===== config.mk =====
export PLATFORM = sky130hd
export DESIGN_NAME = index_aux_addr_gen
export DESIGN_NICKNAME = d
export VERILOG_FILES = /design/src/rtl/intra_pred_pkg.sv /design/src/rtl/index_aux_beat_fifo.sv /design/src/rtl/index_aux_addr_gen.sv
export SDC_FILE = /design/constraint.sdc
export NUM_CORES = 1
export LEC_CHECK = 0
export CORE_ASPECT_RATIO = 1.2
export CORE_MARGIN = 2
export CORE_UTILIZATION = 48
export DETAILED_ROUTE_END_ITERATION = 10
export PLACE_DENSITY_LB_ADDON = 0.3
export SLEW_MARGIN = 30
export SYNTH_ARGS = -nofsm -noshare
export SYNTH_HDL_FRONTEND = slang
export SYNTH_SLANG_ARGS = --single-unit

===== constraint.sdc =====
create_clock -name clk -period 2.6 [get_ports clk]
set_clock_uncertainty 0.05 [all_clocks]
set_input_delay 0.52 -clock clk [delete_from_list [all_inputs] [get_ports clk]]
set_output_delay 0.52 -clock clk [all_outputs]
set_load 0.02 [all_outputs]

===== src/rtl/intra_pred_pkg.sv =====
// Shared types for the intra-prediction index aux path: mode constants,
// the intraPredAngle lookup, sequencer state and the beat carried downstream.
package intra_pred_pkg;

    localparam logic [5:0] PLANAR   = 6'd0;
    localparam logic [5:0] DC       = 6'd1;
    localparam logic [5:0] HOR      = 6'd10;
    localparam logic [5:0] VER      = 6'd26;
    localparam logic [5:0] MAX_MODE = 6'd34;

    typedef enum logic [1:0] {
        IDLE,
        ISSUE,
        DRAIN
    } state_t;

    typedef struct packed {
        logic       bypass;
        logic       neg;
        logic [2:0] abs_sel;
    } angle_t;

    typedef struct packed {
        logic [4:0]      row;
        logic [3:0][7:0] aux;
        logic            bypass;
        logic            vertical;
        logic            last;
    } beat_t;

    // abs_sel orders |angle| as 2,5,9,13,17,21,26,32; zero-angle and
    // non-angular modes come back as bypass.
    function automatic angle_t mode_angle(input logic [5:0] mode);
        angle_t a;
        a.bypass  = 1'b1;
        a.neg     = 1'b0;
        a.abs_sel = 3'd0;
        if (mode >= 6'd2 && mode <= 6'd9) begin
            a.bypass  = 1'b0;
            a.abs_sel = 3'(6'd9 - mode);
        end else if (mode >= 6'd11 && mode <= 6'd18) begin
            a.bypass  = 1'b0;
            a.neg     = 1'b1;
            a.abs_sel = 3'(mode - 6'd11);
        end else if (mode >= 6'd19 && mode <= 6'd25) begin
            a.bypass  = 1'b0;
            a.neg     = 1'b1;
            a.abs_sel = 3'(6'd25 - mode);
        end else if (mode >= 6'd27 && mode <= MAX_MODE) begin
            a.bypass  = 1'b0;
            a.abs_sel = 3'(mode - 6'd27);
        end
        return a;
    endfunction

endpackage


===== src/rtl/index_aux_beat_fifo.sv =====
// Small synchronous FIFO of beat_t used to realign LUT returns with row
// metadata; exposes occupancy for the issuer's credit check.
module index_aux_beat_fifo
    import intra_pred_pkg::*;
#(
    parameter  int DEPTH = 2,
    localparam int CW    = $clog2(DEPTH + 1)
) (
    input  logic          clk,
    input  logic          rst_n,
    input  logic          i_push,
    input  beat_t         i_data,
    input  logic          i_pop,
    output beat_t         o_head,
    output logic          o_empty,
    output logic [CW-1:0] o_count
);

    localparam int PW = (DEPTH > 1) ? $clog2(DEPTH) : 1;

    beat_t         r_mem [DEPTH];
    logic [PW-1:0] r_wptr, r_rptr;
    logic [CW-1:0] r_count;
    logic          w_wr, w_rd;

    function automatic logic [PW-1:0] nxt(input logic [PW-1:0] p);
        return (p == PW'(DEPTH - 1)) ? '0 : p + 1'b1;
    endfunction

    assign w_rd = i_pop && (r_count != '0);
    assign w_wr = i_push && ((r_count != CW'(DEPTH)) || w_rd);

    always_ff @(posedge clk or negedge rst_n) begin
        if (!rst_n) begin
            r_wptr  <= '0;
            r_rptr  <= '0;
            r_count <= '0;
            for (int i = 0; i < DEPTH; i++) r_mem[i] <= '0;
        end else begin
            if (w_wr) begin
                r_mem[r_wptr] <= i_data;
                r_wptr        <= nxt(r_wptr);
            end
            if (w_rd) r_rptr <= nxt(r_rptr);
            case ({w_wr, w_rd})
                2'b10:   r_count <= r_count + 1'b1;
                2'b01:   r_count <= r_count - 1'b1;
                default: r_count <= r_count;
            endcase
        end
    end

    assign o_head  = r_mem[r_rptr];
    assign o_empty = (r_count == '0);
    assign o_count = r_count;

endmodule


===== src/rtl/index_aux_addr_gen.sv =====
// Row sequencer for the intra index aux LUT: issues one read per row, realigns
// returns and streams beats downstream. Optional INDEX_AUX_PERF_EN adds o_stall_cnt.
module index_aux_addr_gen
    import intra_pred_pkg::*;
#(
    parameter int LUT_LATENCY = 1,
    parameter int FIFO_DEPTH  = 2
) (
    input  logic       clk,
    input  logic       rst_n,
    input  logic       i_start,
    input  logic [5:0] i_mode,
    input  logic [2:0] i_log2_size,
    output logic       o_busy,
    output logic       o_lut_rden,
    output logic [8:0] o_lut_addr,
    input  logic [7:0] i_lut_q1,
    input  logic [7:0] i_lut_q2,
    input  logic [7:0] i_lut_q3,
    input  logic [7:0] i_lut_q4,
    output logic       o_out_valid,
    input  logic       i_out_ready,
    output logic [4:0] o_out_row,
    output logic [7:0] o_out_aux1,
    output logic [7:0] o_out_aux2,
    output logic [7:0] o_out_aux3,
    output logic [7:0] o_out_aux4,
    output logic       o_out_bypass,
    output logic       o_out_vertical,
    output logic       o_out_last,
    output logic       o_done
`ifdef INDEX_AUX_PERF_EN
   ,output logic [15:0] o_stall_cnt
`endif
);

    localparam int CW = $clog2(FIFO_DEPTH + 1);
    typedef logic [LUT_LATENCY-1:0]      vld_pipe_t;
    typedef logic [LUT_LATENCY-1:0][4:0] row_pipe_t;

    state_t    r_state, w_state_nxt;
    angle_t    r_ang;
    logic      r_vert, r_done;
    logic [4:0] r_row, r_last_row;
    logic [8:0] r_lut_addr;
    vld_pipe_t r_vld_pipe;
    row_pipe_t r_row_pipe;

    logic [5:0]    w_mode_eff;
    logic [2:0]    w_size;
    logic [4:0]    w_last_row;
    logic [8:0]    w_addr;
    logic [7:0]    w_infl;
    logic [CW-1:0] w_occ;
    logic          w_start_acc, w_credit, w_issue, w_issue_rd, w_pop, w_push, w_empty, w_done_nxt;
    beat_t         w_head, w_push_beat;

    // Out-of-range modes behave exactly like DC, including the vertical flag.
    assign w_mode_eff  = (i_mode > MAX_MODE) ? DC : i_mode;
    assign w_size      = (i_log2_size < 3'd2) ? 3'd2 : (i_log2_size > 3'd5) ? 3'd5 : i_log2_size;
    assign w_last_row  = 5'((6'd1 << w_size) - 6'd1);
    assign w_start_acc = i_start && (r_state == IDLE);
    assign w_addr      = {r_ang.neg, r_ang.abs_sel, r_row};
    assign w_pop       = !w_empty && i_out_ready;

    always_comb begin
        w_infl = '0;
        for (int i = 0; i < LUT_LATENCY; i++) w_infl = w_infl + {7'd0, r_vld_pipe[i]};
    end

    // A beat leaving this cycle frees its slot in time for a new read,
    // which keeps the stream bubble-free with out_ready held high.
    assign w_credit   = ({1'b0, w_infl} + 9'(w_occ)) < (9'(FIFO_DEPTH) + {8'd0, w_pop});
    assign w_issue    = (r_state == ISSUE) && w_credit;
    assign w_issue_rd = w_issue && !r_ang.bypass;

    always_comb begin
        w_state_nxt = r_state;
        w_done_nxt  = 1'b0;
        case (r_state)
            IDLE:    if (i_start) w_state_nxt = ISSUE;
            ISSUE:   if (w_issue && (r_row == r_last_row)) w_state_nxt = DRAIN;
            DRAIN:   if (w_pop && w_head.last) begin
                         w_state_nxt = IDLE;
                         w_done_nxt  = 1'b1;
                     end
            default: w_state_nxt = IDLE;
        endcase
    end

    always_comb begin
        w_push_beat          = '0;
        w_push_beat.vertical = r_vert;
        if (r_vld_pipe[LUT_LATENCY-1]) begin
            w_push_beat.row  = r_row_pipe[LUT_LATENCY-1];
            w_push_beat.aux  = {i_lut_q4, i_lut_q3, i_lut_q2, i_lut_q1};
            w_push_beat.last = (r_row_pipe[LUT_LATENCY-1] == r_last_row);
        end else begin
            w_push_beat.row    = r_row;
            w_push_beat.bypass = 1'b1;
            w_push_beat.last   = (r_row == r_last_row);
        end
    end
    assign w_push = r_vld_pipe[LUT_LATENCY-1] || (w_issue && r_ang.bypass);

    always_ff @(posedge clk or negedge rst_n) begin
        if (!rst_n) begin
            r_state    <= IDLE;
            r_ang      <= '0;
            r_vert     <= 1'b0;
            r_row      <= '0;
            r_last_row <= '0;
            r_lut_addr <= '0;
            r_vld_pipe <= '0;
            r_row_pipe <= '0;
            r_done     <= 1'b0;
        end else begin
            r_state <= w_state_nxt;
            r_done  <= w_done_nxt;
            if (w_start_acc) begin
                r_ang      <= mode_angle(w_mode_eff);
                r_vert     <= (w_mode_eff >= 6'd18);
                r_row      <= '0;
                r_last_row <= w_last_row;
            end else if (w_issue) begin
                r_row <= r_row + 1'b1;
            end
            if (w_issue_rd) r_lut_addr <= w_addr;
            r_vld_pipe <= vld_pipe_t'({r_vld_pipe, w_issue_rd});
            r_row_pipe <= row_pipe_t'({r_row_pipe, r_row});
        end
    end

    index_aux_beat_fifo #(.DEPTH(FIFO_DEPTH)) u_fifo (
        .clk     (clk),
        .rst_n   (rst_n),
        .i_push  (w_push),
        .i_data  (w_push_beat),
        .i_pop   (w_pop),
        .o_head  (w_head),
        .o_empty (w_empty),
        .o_count (w_occ)
    );

    assign o_busy         = (r_state != IDLE);
    assign o_lut_rden     = w_issue_rd;
    assign o_lut_addr     = w_issue_rd ? w_addr : r_lut_addr;
    assign o_out_valid    = !w_empty;
    assign o_out_row      = w_head.row;
    assign o_out_aux1     = w_head.aux[0];
    assign o_out_aux2     = w_head.aux[1];
    assign o_out_aux3     = w_head.aux[2];
    assign o_out_aux4     = w_head.aux[3];
    assign o_out_bypass   = w_head.bypass;
    assign o_out_vertical = w_head.vertical;
    assign o_out_last     = w_head.last;
    assign o_done         = r_done;

`ifdef INDEX_AUX_PERF_EN
    logic [15:0] r_stall_cnt;
    always_ff @(posedge clk or negedge rst_n) begin
        if (!rst_n)                                    r_stall_cnt <= '0;
        else if (w_start_acc)                          r_stall_cnt <= '0;
        else if (!w_empty && !i_out_ready && (r_stall_cnt != 16'hFFFF))
                                                       r_stall_cnt <= r_stall_cnt + 1'b1;
    end
    assign o_stall_cnt = r_stall_cnt;
`endif

endmodule


==> impl_metrics.tcl, run 1 <==
set metrics [dict create \
    syn_avg_cell_area_sq_um 12.9 \
    p_leak_uw 0.00387 \
    ff_latch_area_sq_mm 0.00296 \
    synth_ff_type "dfrtp_1" \
    syn_inst 453 \
    ys_types 49 \
    dieArea_sq_mm 0.0131 \
    ioPinCount 98 \
    final_area_sq_mm 0.00801 \
    drt-initial-drc-count 127 \
    grt_max_degree 47 \
    cts_max_level 4 \
    cts_tree "yes" \
    synth_top_area_cell "dfrtp_1" \
    antenna_left 0 \
    worstMarginPinSlew_ns 0.500 \
    hold_ws_ns 0.446 \
    gr-total-overflow 0 \
    syn-cell-area_sq_mm 0.00585 \
    max_freq_mhz 369 \
    holdCritPathClass "flip-flop to flip-flop" \
    place_area_sq_mm 0.00725 \
    grt_pass1_wl_um 22000 \
    start_util_pct 48.7 \
    die_x_um 105 \
    first_global_vias 4382 \
    setup_viol 9 \
    cts_sinks 118 \
    finalCriticalPeriod_ns 2.71 \
    hpwl_um 8640 \
    status "complete, but fails checks" \
    worst-endpoint-required_ns 2.03 \
    cp_max_fo 6 \
    power_density_mw_per_mm2 1370 \
    synthXorXnorAreaFrac_pct 3.30 \
    p_seq_share_pct 28.0 \
    synth_fa_ha_area_share_pct 1.93 \
    p_int_uw 7230 \
    synth.area.mux_share_pct 27.4 \
    clk_path_buf_depth 2 \
    power_frac_comb_pct 50.6 \
    criticalPathCategory "flip-flop to output pin" \
    synth_warnings 0 \
    worst_setup_path_start_kind "flip-flop" \
    switchingPower_uw 3780 \
    ys_seq_area_share_pct 50.5 \
    synthSimpleGateAreaFrac_pct 8.54 \
    wl_per_cell_um 17.4 \
    fin_ws_ns -0.113 \
    cp.arrival_ns 2.14 \
    p_sw_share_pct 34.3 \
    synthTopCellsByArea "dfrtp_1, mux2_2, mux2_4, and2_1, xnor2_1" \
    vias 3927 \
    place_congestion 0.860 \
    final_common_cell "dfrtp_1" \
    clkLatencyLatePin_ns 0.41 \
    synth-edff-count 0 \
    die-height_um 125 \
    post-place-ws_ns -0.502 \
    drive_gt1_share_pct 38.0 \
    final_hold_viol_count 0 \
    drv_cap 0 \
    rsz0062_at_grt "yes" \
    clockPowerShare_pct 21.4 \
    ir_worst_vdd_mv 1.01 \
    numCtsBuffers 17 \
    end_kind "output pin" \
    syn_to_final_growth_pct 37.0 \
    antenna_cells 0 \
    root_buffer "clkbuf_16" \
    dr.pass1.iters 6 \
    drv_slew 0 \
    design.core.area_sq_mm 0.0120 \
    route.detailed.drc 0 \
    synth_top_family_by_area "multiplexers" \
    stdcell_count 756 \
    async_flop_share_pct 100 \
    grt_antenna_before_repair 0 \
    placedCellCount 720 \
    yosys.area.top_type_share_pct 50.5 \
    fill_cells 944 \
    portBuffers 97 \
    rows 44 \
    clk_pin_slew_ns 0.05 \
    ys_ff_latch 118 \
    synth_compound_area_share_pct 5.29 \
    finalCritPeriodShare_pct 104 \
    track_usage_pct 21.4 \
    layout_common_cells "dfrtp_1, mux2_2, clkdlybuf4s50_1" \
    drt-total-wl_um 13100 \
    slew_headroom_pct 66.4 \
    via_per_inst 5.19 \
    violations "setup timing" \
    final_nets 637 \
    multiInputGateArea_sq_mm 0.00284 \
]
-- Yosys cell counts, types with 2 or more instances --
cell      number
o21a_1         3
o21bai_1       2
mux2i_1        2
clkbuf_1      16
xnor2_1       15
a32oi_1        2
inv_1          9
mux2_2        90
mux2_4        38
buf_6          4
and2_1        35
nand3_1        4
o31ai_1        3
a211oi_1       3
nand2b_1       3
nand2_1       19
nor2_1        15
dfrtp_1      118
ha_1           9
a31oi_1        3
nor3_1         4
buf_2          6
xor2_1         7
o22ai_1        2
a21oi_1        7
o21ai_0        9
nor3b_1        3
-- metrics by stage --
stage	util [%]	TNS, ns	power [uW]
3_5_place_dp	60.4	-9.34	8400
6_report	66.7	-0.949	11000
2_1_floorplan	-	0	6460
3_3_place_gp	60.4	-7.43	8260
4_1_cts	66.4	-1.19	11100
5_1_grt	66.7	-1.55	11600
-- cell type report --
cell class,instances,share of cell area (%)
flip-flops and latches,118,36.9
clock buffers,22,5.92
repair buffers,136,17.2
inverters,10,0.469
well taps,161,2.51
clock inverters,9,1.56
multi-input cells,300,35.4
-- worst paths after layout --
path | start | endpoint | slack (ns) | depth (start not counted)
setup / recovery | u_fifo.o_count[0] | o_lut_addr[2] | -0.11 | 8
hold / removal | u_fifo.r_wptr | u_fifo.r_wptr | 0.45 | 1
setup reg to reg | u_fifo.o_count[0] | u_fifo.r_mem[62] | 0.24 | 8
hold reg to reg | u_fifo.r_wptr | u_fifo.r_wptr | 0.45 | 1
max in group asynchronous | rst_n | u_fifo.r_rptr | 1.29 | 3
min in group asynchronous | rst_n | u_fifo.r_mem[67] | 0.52 | 2
-- sequential cells by signal, indices dropped and copies added (netlist names) --
register	cells
r_vld_pipe	1
r_ang	5
u_fifo.r_wptr	1
r_last_row	5
o_done	1
r_row_pipe	5
r_vert	1
u_fifo.r_rptr	1
r_state	2
r_row	5
u_fifo.o_count	2
u_fifo.r_mem	80
r_lut_addr	9
-- power by group through the flow --
stage / registers [uW] / clock network (uW) / logic [uW]
after CTS: 3090 / 2400 / 5590
after floorplan: 2900 / 0 / 3570
after global routing: 3170 / 2500 / 5940
final: 3080 / 2350 / 5570
after detailed placement: 3100 / 0 / 5300
after global placement: 3050 / 0 / 5210
-- what timing repair did --
item,CTS,global route
hold buffers,1,0
setup buffers,2,2
gates resized for setup,82,9
endpoints found under the hold margin,23,0
setup endpoints to repair,45,47
pin swaps,5,2
-- layer usage --
| layer | vias up | global-route usage (%) | routed length [um] | share of wire [%] |
|---|---|---|---|---|
| met4 | 0 | 7.53 | 176 | 1.3 |
| met2 | 82 | 36.2 | 6810 | 52 |
| met1 | 1986 | 26.2 | 5720 | 44 |
| li1 | 1850 | - | - | - |
| met5 | - | 0 | 0 | 0 |
| met3 | 9 | 6.02 | 423 | 3.2 |
-- critical path, cell delays in order, from the launching register on --
cell and delay [ns]:
dfrtp_1 0.39, ha_2 0.20, ha_4 0.28, o21ai_4 0.05, and2_4 0.16, nand2b_4 0.07
buf_6 0.13, mux2_4 0.32, buf_6 0.13
-- cell families after synthesis --
logic type      Yosys count
other cells               1
compound gates           44
buf+inv                  36
fa+ha+maj                 9
xor+xnor                 22
mux                     130
flops                   118
simple gates             93
No activity file was read; power rests on OpenSTA's default activity.
==> inputs of run 2 (changes only) <==
==> constraint.sdc (replaced) <==
create_clock -name clk -period 2.3 [get_ports clk]
set_clock_uncertainty 0.05 [all_clocks]
set_input_delay 0.46 -clock clk [delete_from_list [all_inputs] [get_ports clk]]
set_output_delay 0.46 -clock clk [all_outputs]
set_load 0.02 [all_outputs]
==> run 2 against run 1 <==
Against the previous run:
- the run still ends with setup timing left
- sequential share of layout area down 1.9 points
- sequential cell count unchanged
- routed wire length up 7.6%
- cell count up 3.3%
- critical path depth unchanged
- register-to-register slack worse by 0.33 ns
- sequential power up 12%
- via count up 3.1%
- combinational power up 24%
- global-route usage up 0.14 points
- cell area up 5.4%
- worst setup slack worse by 0.28 ns
- critical endpoint is now o_lut_addr[5]
- largest cell class is now multi-input combinational cells
- highest routed layer unchanged
==> impl_metrics.tcl, run 2 (same netlist as run 1, synthesis figures left out) <==
set metrics [dict create \
    status "complete, but fails checks" \
    violations "setup timing" \
    ioPinCount 98 \
    final_common_cell "dfrtp_1" \
    layout_common_cells "dfrtp_1, mux2_2, mux2_4" \
    grt_max_degree 44 \
    holdCritPathClass "flip-flop to flip-flop" \
    route.detailed.drc 0 \
    vias 4050 \
    final_hold_viol_count 0 \
    max_freq_mhz 371 \
    regMostFlops "u_fifo.r_mem" \
    cts_sinks 118 \
    fin_ws_ns -0.397 \
    worst-path-buf-inv 2 \
    via_per_inst 5.19 \
    clk_pin_slew_ns 0.05 \
    antenna_cells 0 \
    p_seq_share_pct 25.8 \
    setup_viol 49 \
    design.core.area_sq_mm 0.0120 \
    finalCritPeriodShare_pct 117 \
    slew_headroom_pct 63.3 \
    portBuffers 97 \
    r2r_setup_slack_ns -0.09 \
    clockPowerShare_pct 22.8 \
    clk_path_buf_depth 2 \
    drt-total-wl_um 14100 \
    largest_register_ffs 80 \
    final_nets 661 \
    cp_max_fo 5 \
    worstMarginPinSlew_ns 0.546 \
    gr-total-overflow 0 \
    root_buffer "clkbuf_16" \
    clkLatencyLatePin_ns 0.41 \
    drt-initial-drc-count 179 \
    power_density_mw_per_mm2 1590 \
    path_delay_family "adder cells" \
    reg.largest.list "u_fifo.r_mem (80), r_lut_addr (9)" \
    power_frac_comb_pct 51.4 \
    max_stage_delay_ns 0.40 \
    syn_to_final_growth_pct 44.4 \
    dr.pass1.iters 4 \
    stdcell_count 781 \
    wl_per_cell_um 18.1 \
    cpMostUsedCell "buf_6" \
    timing.rr.start "r_vld_pipe" \
    antenna_left 0 \
    start_util_pct 48.7 \
    grt_pass1_wl_um 22200 \
    reg2regPathDepth 9 \
    die-height_um 125 \
    drive_gt1_share_pct 42.9 \
    finalCriticalPeriod_ns 2.70 \
    worst-endpoint-required_ns 1.79 \
    die_x_um 105 \
    worstPathCellList "ha_2, ha_4, o21ai_4, and2_4, nand2b_4, buf_6, mux2_4, buf_6" \
    path_depth 8 \
    tns_ns -6.18 \
    p_leak_uw 0.00413 \
    dieArea_sq_mm 0.0131 \
    end_kind "output pin" \
    p_sw_share_pct 34.1 \
    rsz0062_at_grt "yes" \
    hpwl_um 8640 \
    p_int_uw 8820 \
    ir_worst_vdd_mv 0.903 \
    drv_slew 0 \
    place_congestion 0.843 \
    switchingPower_uw 4560 \
    grt_antenna_before_repair 0 \
    criticalPathCategory "flip-flop to output pin" \
    cts_max_level 4 \
    crit_end "o_lut_addr[5]" \
    fill_cells 881 \
    startpoint "r_vld_pipe" \
    first_global_vias 4514 \
    placedCellCount 730 \
    drv_cap 0 \
    track_usage_pct 21.5 \
    numCtsBuffers 17 \
    cp.arrival_ns 2.19 \
    reg2reg_to "u_fifo.r_mem[59]" \
    min_from "r_lut_addr[4]" \
    hold_path_depth 1 \
    worst_setup_path_start_kind "flip-flop" \
    cp_slowest_cell "dfrtp_1" \
    cts_tree "yes" \
    rows 44 \
]
run 2: cell types whose count changed in the layout (fill, tap and decap cells not counted), sizes merged:
cell	previous run	this run
dlymetal6s2s	8	0
clkinvlp	2	0
clkdlybuf4s15	0	1
clkbuf	22	27
dlygate4sd2	3	45
bufinv	3	7
buf	49	68
clkinv	4	3
clkdlybuf4s50	75	40
run 2: what timing repair did:
| item | 4_1_cts | 5_1_grt |
|---|---|---|
| hold buffers | 1 | 0 |
| buffers inserted | 5 | 6 |
| setup endpoints to repair | 57 | 88 |
| endpoints found under the hold margin | 24 | 0 |
| pin swaps | 14 | 7 |
| cloned | 0 | 7 |
| gates resized for setup | 132 | 13 |
run 2: worst min path at each step:
| stage | end | slack (ns) |
|---|---|---|
| CTS | u_fifo.r_mem[68] | 0.45 |
| detailed placement | u_fifo.r_mem[60] | 0.35 |
| finish | r_lut_addr[4] | 0.45 |
| floorplan | o_done | 0.11 |
| global route | u_fifo.r_mem[4] | 0.46 |
| global placement | u_fifo.r_mem[68] | 0.35 |
run 2: final cells by class:
class                   instances  area, sq um  area share (%)
inverters                      10         42.5           0.504
multi-input cells             300         2970            35.2
clock buffers                  22          444            5.26
clock inverters                10          225            2.67
repair buffers                160         1600            19.0
well taps                     161          201            2.39
flip-flops and latches        118         2950            35.0
run 2: per-stage QoR:
stage               power, uW  instance area, sq um  hold WS (ns)  worst slack (ns)  util, %
floorplan                7480                  5970         0.114           -0.0666        -
global placement         9530                  7370         0.345            -0.668     61.4
detailed placement       9700                  7370         0.352            -0.696     61.4
CTS                     12800                  8180         0.450            -0.385     68.1
global route            14000                  8440         0.459            -0.458     70.3
finish                  13400                  8440         0.452            -0.397     70.3
run 2: layer usage:
layer	vias to the layer above	share of wire [%]	track usage, %
met5	-	0	0
met4	0	1.6	8.86
met3	18	3.0	5.18
met2	90	52	37.3
met1	2047	43	25.6
li1	1895	-	-
run 2: power groups by stage:
stage | registers (uW) | logic (uW) | clock network [uW]
floorplan | 3290 | 4190 | 0
global placement | 3390 | 6140 | 0
detailed placement | 3440 | 6260 | 0
CTS | 3430 | 6310 | 3080
global route | 3540 | 7300 | 3200
finish | 3450 | 6880 | 3050
